**config.mk**
```make
export PLATFORM = sky130hd
export DESIGN_NAME = jump_redirect_ctrl
export DESIGN_NICKNAME = d
export VERILOG_FILES = /design/src/rtl/jump_redirect_ctrl_pkg.sv /design/src/rtl/jump_pending_buf.sv /design/src/rtl/jump_redirect_ctrl.sv
export SDC_FILE = /design/constraint.sdc
export NUM_CORES = 1
export LEC_CHECK = 0
export BUFFER_PORTS_ARGS = -buffer_cell sky130_fd_sc_hd__buf_2
export CAP_MARGIN = 20
export CORE_UTILIZATION = 55
export CTS_BUF_LIST = sky130_fd_sc_hd__clkbuf_8
export DETAILED_ROUTE_END_ITERATION = 6
export PLACE_DENSITY = 0.76
export SLEW_MARGIN = 25
export SYNTH_ARGS = -nofsm -noshare
export SYNTH_HDL_FRONTEND = slang
export SYNTH_SLANG_ARGS = --single-unit
```
**constraint.sdc**
```tcl
create_clock -name clk -period 5.95 [get_ports clk]
set_input_delay 0.595 -clock clk [delete_from_list [all_inputs] [get_ports clk]]
set_output_delay 0.595 -clock clk [all_outputs]
set_load 0.05 [all_outputs]
```
**src/rtl/jump_redirect_ctrl_pkg.sv**
```systemverilog
// Shared definitions for the jump redirect controller.
// Contents:
//   TAG_W / TAG_INVALID / DATA_W / DEPTH  - widths, reserved tag, buffer size
//   IDX_W / CNT_W                         - derived index and occupancy widths
//   pend_entry_t                          - one pending resolved jump
//   redir_state_t                         - redirect sequencer states
package jump_redirect_ctrl_pkg;

    localparam int               TAG_W       = 4;
    localparam logic [TAG_W-1:0] TAG_INVALID = '1;
    localparam int               DATA_W      = 32;
    localparam int               DEPTH       = 4;
    localparam int               IDX_W       = $clog2(DEPTH);
    localparam int               CNT_W       = $clog2(DEPTH + 1);

    typedef struct packed {
        logic              valid;
        logic [TAG_W-1:0]  tag;
        logic [DATA_W-1:0] next_pc;
        logic [DATA_W-1:0] ori_pc;
    } pend_entry_t;

    typedef enum logic [1:0] {
        IDLE,
        REDIR,
        FLUSH
    } redir_state_t;

endpackage

```
**src/rtl/jump_pending_buf.sv**
```systemverilog
// Pending-jump buffer: DEPTH slots holding (tag, next_pc) of resolved jumps
// waiting for their commit.
// Ports:
//   clk, rst                      - clock, async active-high reset
//   alloc, alloc_tag, alloc_next_pc - write into the lowest-index free slot
//                                   (ignored when full)
//   lookup_tag                    - CAM search key
//   hit, hit_idx, hit_next_pc     - lowest-index valid slot matching lookup_tag
//   free, free_idx                - invalidate one slot
//   flush_all                     - invalidate every slot (wins over alloc)
//   count, full                   - occupancy of the registered valid bits
module jump_pending_buf
    import jump_redirect_ctrl_pkg::*;
(
    input  logic              clk,
    input  logic              rst,
    input  logic              alloc,
    input  logic [TAG_W-1:0]  alloc_tag,
    input  logic [DATA_W-1:0] alloc_next_pc,
    input  logic [TAG_W-1:0]  lookup_tag,
    output logic              hit,
    output logic [IDX_W-1:0]  hit_idx,
    output logic [DATA_W-1:0] hit_next_pc,
    input  logic              free,
    input  logic [IDX_W-1:0]  free_idx,
    input  logic              flush_all,
    output logic [CNT_W-1:0]  count,
    output logic              full
);

    logic [DEPTH-1:0]  valid;
    logic [TAG_W-1:0]  tag_q     [DEPTH];
    logic [DATA_W-1:0] next_pc_q [DEPTH];

    logic              free_found;
    logic [IDX_W-1:0]  alloc_idx;
    logic              do_alloc;

    // NOTE: every variable gets a default before any conditional assignment,
    // otherwise the tool infers a latch to hold the old value.
    always_comb begin
        free_found  = 1'b0;
        alloc_idx   = '0;
        hit         = 1'b0;
        hit_idx     = '0;
        hit_next_pc = '0;
        count       = '0;
        for (int i = 0; i < DEPTH; i++) begin
            count = count + CNT_W'(valid[i]);
            if (!valid[i] && !free_found) begin
                free_found = 1'b1;
                alloc_idx  = IDX_W'(i);
            end
            if (valid[i] && !hit && (tag_q[i] == lookup_tag)) begin
                hit         = 1'b1;
                hit_idx     = IDX_W'(i);
                hit_next_pc = next_pc_q[i];
            end
        end
    end

    assign full     = (count == CNT_W'(DEPTH));
    assign do_alloc = alloc && !full && !flush_all;

    // NOTE: sequential state uses non-blocking assignments so every flop
    // samples pre-edge values regardless of statement order.
    always_ff @(posedge clk or posedge rst) begin
        if (rst) begin
            valid <= '0;
        end else if (flush_all) begin
            valid <= '0;
        end else begin
            // free_idx always names a valid slot and alloc_idx a free one,
            // so the two writes never collide.
            if (free)     valid[free_idx]  <= 1'b0;
            if (do_alloc) valid[alloc_idx] <= 1'b1;
        end
    end

    // NOTE: payload storage has no reset; the valid bits alone decide whether
    // a slot means anything, so resetting the data would only cost flops.
    always_ff @(posedge clk) begin
        if (do_alloc) begin
            tag_q[alloc_idx]     <= alloc_tag;
            next_pc_q[alloc_idx] <= alloc_next_pc;
        end
    end

endmodule

```
**src/rtl/jump_redirect_ctrl.sv**
```systemverilog
// Jump redirect controller: buffers resolved jumps, writes the link value
// back to the ROB, and once the ROB commits a jump issues a fetch redirect
// handshake followed by a one-cycle pipeline flush.
// Ports:
//   clk, rst                              - clock, async active-high reset
//   jmp_target/jmp_next_pc/jmp_ori_pc     - resolved jump (TAG_INVALID = none)
//   commit_valid/commit_tag               - ROB commit port
//   redirect_ready                        - fetch accepts the redirect
//   jmp_stall                             - buffer full, jump unit holds
//   commit_stall                          - redirect/flush in progress
//   wb_valid/wb_tag/wb_val                - link writeback (ori_pc)
//   redirect_valid/redirect_pc            - redirect request to fetch
//   flush                                 - one-cycle flush pulse
module jump_redirect_ctrl
    import jump_redirect_ctrl_pkg::*;
(
    input  logic              clk,
    input  logic              rst,
    input  logic [TAG_W-1:0]  jmp_target,
    input  logic [DATA_W-1:0] jmp_next_pc,
    input  logic [DATA_W-1:0] jmp_ori_pc,
    input  logic              commit_valid,
    input  logic [TAG_W-1:0]  commit_tag,
    input  logic              redirect_ready,
    output logic              jmp_stall,
    output logic              commit_stall,
    output logic              wb_valid,
    output logic [TAG_W-1:0]  wb_tag,
    output logic [DATA_W-1:0] wb_val,
    output logic              redirect_valid,
    output logic [DATA_W-1:0] redirect_pc,
    output logic              flush
);

    redir_state_t      state_q, state_d;
    logic [DATA_W-1:0] redirect_pc_q;

    logic              hit;
    logic [IDX_W-1:0]  hit_idx;
    logic [DATA_W-1:0] hit_next_pc;
    logic [CNT_W-1:0]  count;
    logic              full;

    logic              capture_ok;
    logic              bypass;
    logic              take_redirect;
    pend_entry_t       new_entry;

    // Jumps arriving during the flush cycle are wrong-path and are dropped,
    // as are jumps presented while the buffer is full.
    assign capture_ok    = (jmp_target != TAG_INVALID) && (state_q != FLUSH) && !full;
    assign bypass        = capture_ok && commit_valid && (commit_tag == jmp_target);
    assign take_redirect = (state_q == IDLE) && commit_valid && (hit || bypass);

    // A bypassed jump is consumed in the cycle it arrives, so it never takes a slot.
    always_comb begin
        new_entry.valid   = capture_ok && !(take_redirect && !hit);
        new_entry.tag     = jmp_target;
        new_entry.next_pc = jmp_next_pc;
        new_entry.ori_pc  = jmp_ori_pc;
    end

    jump_pending_buf u_buf (
        .clk           (clk),
        .rst           (rst),
        .alloc         (new_entry.valid),
        .alloc_tag     (new_entry.tag),
        .alloc_next_pc (new_entry.next_pc),
        .lookup_tag    (commit_tag),
        .hit           (hit),
        .hit_idx       (hit_idx),
        .hit_next_pc   (hit_next_pc),
        .free          ((state_q == IDLE) && commit_valid && hit),
        .free_idx      (hit_idx),
        .flush_all     (state_q == FLUSH),
        .count         (count),
        .full          (full)
    );

    always_comb begin
        state_d = state_q;
        unique case (state_q)
            IDLE:    if (take_redirect)  state_d = REDIR;
            REDIR:   if (redirect_ready) state_d = FLUSH;
            FLUSH:   state_d = IDLE;
            default: state_d = IDLE;
        endcase
    end

    always_ff @(posedge clk or posedge rst) begin
        if (rst) begin
            state_q       <= IDLE;
            redirect_pc_q <= '0;
            wb_valid      <= 1'b0;
            wb_tag        <= TAG_INVALID;
            wb_val        <= '0;
        end else begin
            state_q <= state_d;
            if (take_redirect)
                redirect_pc_q <= hit ? hit_next_pc : jmp_next_pc;
            wb_valid <= capture_ok;
            wb_tag   <= capture_ok ? jmp_target : TAG_INVALID;
            wb_val   <= capture_ok ? new_entry.ori_pc : '0;
        end
    end

    assign jmp_stall      = (count == CNT_W'(DEPTH));
    assign commit_stall   = (state_q != IDLE);
    assign redirect_valid = (state_q == REDIR);
    assign redirect_pc    = redirect_pc_q;
    assign flush          = (state_q == FLUSH);

endmodule

```
==> load_flow_metrics.sql, run 1 <==
INSERT INTO impl_metrics (metric_group, metric, value, unit) VALUES
('outcome', 'run_status', 'finished clean', ''),
('job', 'cap_viol_max_count', '0', ''),
('sta', 'achievable-frequency', '231.9', 'MHz'),
('yosys', 'sequential_element_share_of_the_synthesized_area', '71.88', '%'),
('pwr', 'power', '6.544', 'mW'),
('pwr', 'sequentialPowerShare', '40.4', '%'),
('global_routing', 'grt_start_max_net_pins', '76', ''),
('yosys', 'mappedNetlistNets', '676', ''),
('final_layout', 'final_util', '67.92', '%'),
('cts', 'numClockSinks', '219', ''),
('setup_path', 'timing_worst_setup_path_type', 'flip-flop to flip-flop', ''),
('setup_path', 'critical_path.max_fanout', '31', ''),
('sta', 'tightest_pin_transition', '0.9354', 'ns'),
('setup_path', 'critical_path.startpoint_type', 'flip-flop', ''),
('global_routing', 'globalRouteMet1Util', '30.99', '%'),
('pwr', 'total_leakage_power', '4.134', 'nW'),
('sta', 'setup_violations', '0', ''),
('placed_design', 'post-dp-hpwl', '11940', 'µm'),
('final_layout', 'layout.cell_area.non_filler', '10360', 'µm²'),
('route', 'drt-vias-per-instance', '5.740', ''),
('setup_path', 'cp_slowest_cell', 'sky130_fd_sc_hd__nor3_2', ''),
('final_layout', 'post_layout_nonfiller_instances', '991', ''),
('yosys', 'flops_latches_synth', '219', ''),
('setup_path', 'critical_path.cell_chain', 'ha_1 > fa_1 > inv_1 > ha_1 > nand3b_1 > nand2_1 > nor4b_4 > nand2_1 > o21ai_1 > nor3_2 > buf_4', ''),
('final_layout', 'n_diodes', '0', ''),
('cts', 'tritoncts_clock_tree', 'built', ''),
('placed_design', 'numPlacedInstances', '926', ''),
('cts', 'clkLatencyLatePin', '0.53', 'ns'),
('pwr', 'share_comb_of_total_power', '39.9', '%'),
('yosys', 'yosys_warnings', '0', ''),
('yosys', 'synth.distinct_cells', '47', ''),
('setup_path', 'max_stage_delay', '0.57', 'ns'),
('yosys', 'yosysTopAreaCell', 'sky130_fd_sc_hd__edfxtp_1', ''),
('cts', 'cts_hold_repair.buffers', '0', ''),
('yosys', 'postSynth.asyncResetShare', '34.25', '%'),
('route', 'routed_wl', '18900', 'µm'),
('setup_path', 'timing.critical_path.max_delay_family', 'simple AND/OR/NAND/NOR gates', ''),
('sta', 'timing.max_slew.rel_slack', '37.64', '%'),
('setup_path', 'timing.critical_path.to_type', 'flip-flop', ''),
('yosys', 'syn-cell-area', '8633', 'µm²'),
('floorplanning', 'die_area', '16200', 'µm²'),
('yosys', 'synth.top_cells.by_area', 'sky130_fd_sc_hd__edfxtp_1 50%, sky130_fd_sc_hd__dfrtp_1 21%, sky130_fd_sc_hd__o221a_2 3.5%', ''),
('global_routing', 'antenna_found_initial', '0', ''),
('setup_path', 'critical_path_required', '6.10', 'ns'),
('floorplanning', 'core_region_area', '15260', 'µm²'),
('sta', 'maxSlewViolCount', '0', ''),
('placed_design', 'weighted_congestion_at_the_end_of_routability_driven_global_placement', '0.8374', ''),
('floorplanning', 'floorplan.rows', '45', ''),
('pwr', 'cell_internal_pwr', '3.874', 'mW'),
('route', 'drtPass1Iterations', '5', ''),
('final_layout', 'area_growth_syn_to_layout', '20.04', '%'),
('pwr', 'power_density', '631.4', 'nW/µm²'),
('cts', 'cts.repair.resized', '0', ''),
('final_layout', 'layout.nets', '834', ''),
('global_routing', 'grt_util_all_layers', '24.03', '%'),
('floorplanning', 'die-width', '127.3', 'µm'),
('sta', 'timing.clock.skew', '0.02245', 'ns'),
('cts', 'cts_max_level', '2', ''),
('setup_path', 'path_buf_inv', '2', ''),
('cts', 'cts_max_path_bufs', '3', ''),
('cts', 'clock_transition_at_the_registers_of_the_reported_paths', '0.07', 'ns'),
('cts', 'buffer_cell_driving_the_clock_tree_root', 'sky130_fd_sc_hd__clkbuf_8', ''),
('final_layout', 'final_layout_size_suffix_gt1_share', '33.72', '%'),
('setup_path', 'cp.arrival', '4.47', 'ns'),
('placed_design', 'placed_area', '9620', 'µm²'),
('route', 'detail_route.iter0.violations', '453', ''),
('route', 'detail-route-antenna-nets', '0', ''),
('min_path', 'holdCritPathClass', 'input pin to async pin', ''),
('global_routing', 'grt.overflow.total', '0', ''),
('placed_design', 'pre_cts_slack', '1.654', 'ns'),
('pwr', 'net-switching-power', '2.670', 'mW');
==> state kept, by name, indices dropped and copies added, names as in the netlist <==
| name | cells |
|---|---|
| redirect_pc | 32 |
| state_q | 2 |
| u_buf.next_pc_q | 128 |
| u_buf.tag_q | 16 |
| u_buf.valid | 4 |
| wb_tag | 4 |
| wb_val | 32 |
| wb_valid | 1 |
==> cells in the mapped netlist, types with 14 or more instances <==
library cell                count
sky130_fd_sc_hd__a21oi_1       40
sky130_fd_sc_hd__a32oi_1       14
sky130_fd_sc_hd__and2_1        47
sky130_fd_sc_hd__clkbuf_1      23
sky130_fd_sc_hd__dfrtp_1       71
sky130_fd_sc_hd__edfxtp_1     144
sky130_fd_sc_hd__nand2_1       28
sky130_fd_sc_hd__nand3_1       16
sky130_fd_sc_hd__nor2_1        32
sky130_fd_sc_hd__o221a_2       27
sky130_fd_sc_hd__o2bb2ai_1     14
==> layout make-up <==
cell class | count | area [µm²] | share of cell area [%]
multi-input combinational | 323 | 2233 | 21.55
clock inverter | 23 | 147.6 | 1.425
timing repair buffer | 160 | 894.6 | 8.632
tap | 211 | 264.0 | 2.547
sequential | 219 | 6206 | 59.88
inverter | 14 | 53.80 | 0.5191
clock buffer | 41 | 564.3 | 5.445
==> worst min-delay path: cells and delay by family <==
family	cells	cell delay, ns
buffers and inverters	3	0.68
==> power by group through the flow <==
| stage | clock network (mW) | registers, mW | logic, mW |
|---|---|---|---|
| floorplan | 0 | 3.49 | 1.05 |
| global placement | 0 | 2.65 | 2.49 |
| detailed placement | 0 | 2.67 | 2.59 |
| CTS | 1.31 | 2.65 | 2.60 |
| global route | 1.37 | 2.71 | 2.77 |
| finish | 1.28 | 2.65 | 2.61 |
==> layout by cell type (no fill, tap or decap), types with 6 or more instances in the layout <==
| master | netlist | final |
|---|---|---|
| sky130_fd_sc_hd__buf_2 | 9 | 148 |
| sky130_fd_sc_hd__edfxtp_1 | 144 | 144 |
| sky130_fd_sc_hd__dfrtp_1 | 71 | 71 |
| sky130_fd_sc_hd__and2_1 | 47 | 47 |
| sky130_fd_sc_hd__clkbuf_8 | 0 | 41 |
| sky130_fd_sc_hd__a21oi_1 | 40 | 40 |
| sky130_fd_sc_hd__nor2_1 | 32 | 29 |
| sky130_fd_sc_hd__nand2_1 | 28 | 28 |
| sky130_fd_sc_hd__o221a_2 | 27 | 27 |
| sky130_fd_sc_hd__inv_1 | 13 | 22 |
| sky130_fd_sc_hd__nand3_1 | 16 | 16 |
| sky130_fd_sc_hd__a32oi_1 | 14 | 14 |
| sky130_fd_sc_hd__o2bb2ai_1 | 14 | 14 |
| sky130_fd_sc_hd__o32a_1 | 13 | 13 |
| sky130_fd_sc_hd__xor2_1 | 10 | 10 |
| sky130_fd_sc_hd__o21ai_0 | 9 | 9 |
| sky130_fd_sc_hd__nor3_1 | 9 | 8 |
| sky130_fd_sc_hd__clkinv_2 | 0 | 8 |
| sky130_fd_sc_hd__buf_4 | 5 | 8 |
| sky130_fd_sc_hd__xnor2_1 | 7 | 7 |
| sky130_fd_sc_hd__mux2i_1 | 6 | 6 |
| sky130_fd_sc_hd__o21ai_1 | 6 | 6 |
==> worst paths after layout <==
check,from,endpoint,slack [ns],cells after the start
worst max-delay path,u_buf.valid[0],u_buf.next_pc_q[0][19],1.64,11
worst min-delay path,rst,redirect_pc[1],0.25,3
worst max register to register,u_buf.valid[0],u_buf.next_pc_q[0][19],1.64,11
worst min register to register,redirect_pc[16],redirect_pc[16],0.49,1
max in group asynchronous,rst,redirect_pc[9],5.21,3
min in group clk,jmp_ori_pc[30],wb_val[30],0.27,2
==> routing by layer <==
metal | wire, µm | share of wire [%] | vias to the layer above
met5 | 0 | 0 | -
met4 | 364 | 1.9 | 0
met3 | 1487 | 7.9 | 33
met2 | 9068 | 48 | 257
met1 | 7983 | 42 | 2830
li1 | - | - | 2568
==> logic make-up (layout without fill, tap and decap cells) <==
| family | count (synthesis) | after routing | share of synthesized area [%] |
|---|---|---|---|
| buffers and inverters | 54 | 238 | 2.696 |
| adder cells (fa/ha/maj) | 4 | 4 | 0.6667 |
| AO/OA/AOI/OAI | 138 | 138 | 12.67 |
| XOR/XNOR | 17 | 17 | 1.725 |
| multiplexers | 6 | 6 | 0.6957 |
| AND/OR/NAND/NOR | 158 | 158 | 9.667 |
| flip-flops | 219 | 219 | 71.88 |
Power figures use the tool's default switching activity.
==> run 2: changes to the inputs <==
Clock period 5.95 ns to 4.1 ns, I/O delays scaled along.
==> run 2 against run 1 <==
  * Die area stayed put
  * Hold slack got worse by 0.20 ns
  * Critical endpoint is now u_buf.next_pc_q[2][9]
  * Cell count is 1.2% higher
  * Critical path depth is 1 higher
  * Clock power rose by 38%
  * Utilization barely moved
  * First-iteration DRC count down 11%
==> load_flow_metrics.sql, run 2 (synthesis results as in run 1) <==
INSERT INTO impl_metrics (metric_group, metric, value, unit) VALUES
('outcome', 'run_status', 'finished clean', ''),
('setup_path', 'critical_path.startpoint_type', 'flip-flop', ''),
('route', 'drtPass1Iterations', '5', ''),
('cts', 'clock_transition_at_the_registers_of_the_reported_paths', '0.06', 'ns'),
('final_layout', 'top_register', 'u_buf.next_pc_q', ''),
('sta', 'timing.clock.skew', '0.02546', 'ns'),
('global_routing', 'global_route_wire_length_before_repair', '32850', 'µm'),
('setup_path', 'critical_path.max_fanout', '25', ''),
('floorplanning', 'floorplan.rows', '45', ''),
('global_routing', 'antenna_found_initial', '1', ''),
('cts', 'cts_max_level', '2', ''),
('final_layout', 'layout_common_cells', '148 x sky130_fd_sc_hd__buf_2, 144 x sky130_fd_sc_hd__edfxtp_1, 71 x sky130_fd_sc_hd__dfrtp_1, 47 x sky130_fd_sc_hd__and2_1, 40 x sky130_fd_sc_hd__a21oi_1', ''),
('setup_path', 'max_stage_delay', '0.42', 'ns'),
('route', 'drt-vias-per-instance', '5.826', ''),
('cts', 'cts.repair_timing.setup_buffer_count', '0', ''),
('sta', 'rsz_0062_raised_after_global_routing', 'no', ''),
('route', 'detail_route.iter0.violations', '401', ''),
('final_layout', 'area_growth_syn_to_layout', '20.12', '%'),
('cts', 'cts.repair.resized', '0', ''),
('cts', 'clkLatencyLatePin', '0.53', 'ns'),
('job', 'cap_viol_max_count', '0', ''),
('route', 'drcViolationCount', '0', ''),
('global_routing', 'grt.overflow.total', '0', ''),
('setup_path', 'timing_worst_setup_path_type', 'flip-flop to flip-flop', ''),
('sta', 'tightest_pin_transition', '0.8932', 'ns'),
('floorplanning', 'die_area', '16200', 'µm²'),
('sta', 'post-route-period-util', '84.48', '%'),
('setup_path', 'critical_path.cell_chain', 'ha_1 > fa_1 > inv_1 > ha_1 > nand3b_1 > nand2_1 > nor4b_4 > nand2_1 > buf_4 > o2111ai_1 > nor2_4 > buf_12', ''),
('pwr', 'power', '9.495', 'mW'),
('route', 'routed_wl', '20620', 'µm'),
('cts', 'tritoncts_clock_tree', 'built', ''),
('sta', 'setup_total_negative_slack', '0', 'ns'),
('route', 'detailroute.via_count', '5843', ''),
('floorplanning', 'fp.dieH', '127.3', 'µm'),
('floorplanning', 'die-width', '127.3', 'µm'),
('final_layout', 'layout.nets', '846', ''),
('min_path', 'holdCritPathClass', 'input pin to async pin', ''),
('global_routing', 'grt_pass1_vias', '6208', ''),
('placed_design', 'weighted_congestion_at_the_end_of_routability_driven_global_placement', '0.8593', ''),
('sta', 'achievable-frequency', '288.7', 'MHz'),
('cts', 'numCtsBuffers', '35', ''),
('pwr', 'power_density', '915.6', 'nW/µm²'),
('global_routing', 'grt_util_all_layers', '26.92', '%'),
('floorplanning', 'initial_core_util', '56.58', '%'),
('sta', 'maxSlewViolCount', '0', ''),
('cts', 'cts_max_path_bufs', '3', ''),
('cts', 'buffer_cell_driving_the_clock_tree_root', 'sky130_fd_sc_hd__clkbuf_8', ''),
('placed_design', 'post-dp-hpwl', '13150', 'µm'),
('sta', 'setup_violations', '0', ''),
('floorplanning', 'core_region_area', '15260', 'µm²'),
('placed_design', 'numPortBuffers', '148', ''),
('pwr', 'total_leakage_power', '4.163', 'nW'),
('setup_path', 'critical_path_required', '4.31', 'ns'),
('route', 'route.detailed.wl_per_inst', '20.56', 'µm'),
('setup_path', 'cp_slowest_cell', 'sky130_fd_sc_hd__dfrtp_1', ''),
('pwr', 'worst_ir_drop_vdd', '0.7556', 'mV'),
('sta', 'timing.max_slew.rel_slack', '40.38', '%'),
('sta', 'hold_violations', '0', ''),
('cts', 'cts_hold_repair.buffers', '0', ''),
('final_layout', 'layout.cells.most_common', 'sky130_fd_sc_hd__buf_2', ''),
('setup_path', 'cp.arrival', '3.67', 'ns'),
('floorplanning', 'design.portCount', '149', ''),
('final_layout', 'final_layout_size_suffix_gt1_share', '34.39', '%'),
('global_routing', 'grt_start_max_net_pins', '54', ''),
('setup_path', 'timing.critical_path.to_type', 'flip-flop', ''),
('final_layout', 'number_of_flip_flops_under_the_largest_register_name', '128', ''),
('sta', 'period_needed', '3.463', 'ns'),
('route', 'detail-route-antenna-nets', '0', ''),
('cts', 'numClockSinks', '219', '');
run 2: changes by cell type in the layout (fill, tap and decap cells not counted), moves of 2 or more:
cell and change:
sky130_fd_sc_hd__buf_16 -3, sky130_fd_sc_hd__clkinv_2 -2, sky130_fd_sc_hd__clkbuf_8 -2, sky130_fd_sc_hd__inv_1 +3, sky130_fd_sc_hd__buf_4 +16, sky130_fd_sc_hd__clkinv_1 -2
run 2: layout make-up:
| cell class | count | area [µm²] |
|---|---|---|
| timing repair buffer | 173 | 940.9 |
| inverter | 14 | 53.80 |
| sequential | 219 | 6206 |
| clock inverter | 23 | 127.6 |
| multi-input combinational | 323 | 2238 |
| tap | 211 | 264.0 |
| antenna | 1 | 2.502 |
| clock buffer | 39 | 536.8 |
| fill | 1111 | 4888 |
run 2: worst max-delay path, delay by kind of cell (launching register included):
family / cells / cell delay (ns)
AND/OR/NAND/NOR: 5 / 0.98
adder cells (fa/ha/maj): 3 / 0.96
buffers and inverters: 3 / 0.55
flip-flops: 1 / 0.42
AO/OA/AOI/OAI: 1 / 0.21
run 2: per-layer routing:
| layer | GRT usage (%) | routed length, µm | part of all wire [%] |
|---|---|---|---|
| met1 | 33.27 | 7963 | 39 |
| met2 | 45.77 | 10330 | 50 |
| met3 | 6.449 | 1814 | 8.8 |
| met4 | 10.99 | 509 | 2.5 |
| met5 | 0 | 0 | 0 |
run 2: through the flow:
step | utilization (%) | std cells | instance area [µm²] | hold WS [ns] | setup WS [ns]
floorplan | - | 596 | 8641 | 0.5089 | 0.05532
global placement | 63.59 | 940 | 9703 | 0.4720 | 0.7971
detailed placement | 63.59 | 940 | 9703 | 0.4687 | 0.6492
CTS | 67.95 | 1002 | 10370 | 0.06349 | 0.6313
global route | 67.95 | 1002 | 10370 | 0.07983 | 0.4291
finish | 67.96 | 1003 | 10370 | 0.04910 | 0.6365
run 2: final timing paths:
| check | start | endpoint | depth (start not counted) | slack (ns) |
|---|---|---|---|---|
| max reg2reg | u_buf.valid[0] | u_buf.next_pc_q[2][9] | 12 | 0.64 |
| min in group clk | jmp_ori_pc[26] | wb_val[26] | 2 | 0.09 |
| min | rst | wb_val[28] | 2 | 0.05 |
| max in group asynchronous | rst | redirect_pc[13] | 3 | 3.14 |
| max | u_buf.valid[0] | u_buf.next_pc_q[2][9] | 12 | 0.64 |
| min reg2reg | redirect_pc[2] | redirect_pc[2] | 1 | 0.48 |
run 2: where the power goes:
group / total (mW) / switching (mW) / internal, mW
registers: 3.87 / 0.345 / 3.52
logic: 3.85 / 2.78 / 1.07
clock network: 1.77 / 0.832 / 0.940
total: 9.49 / 3.96 / 5.54
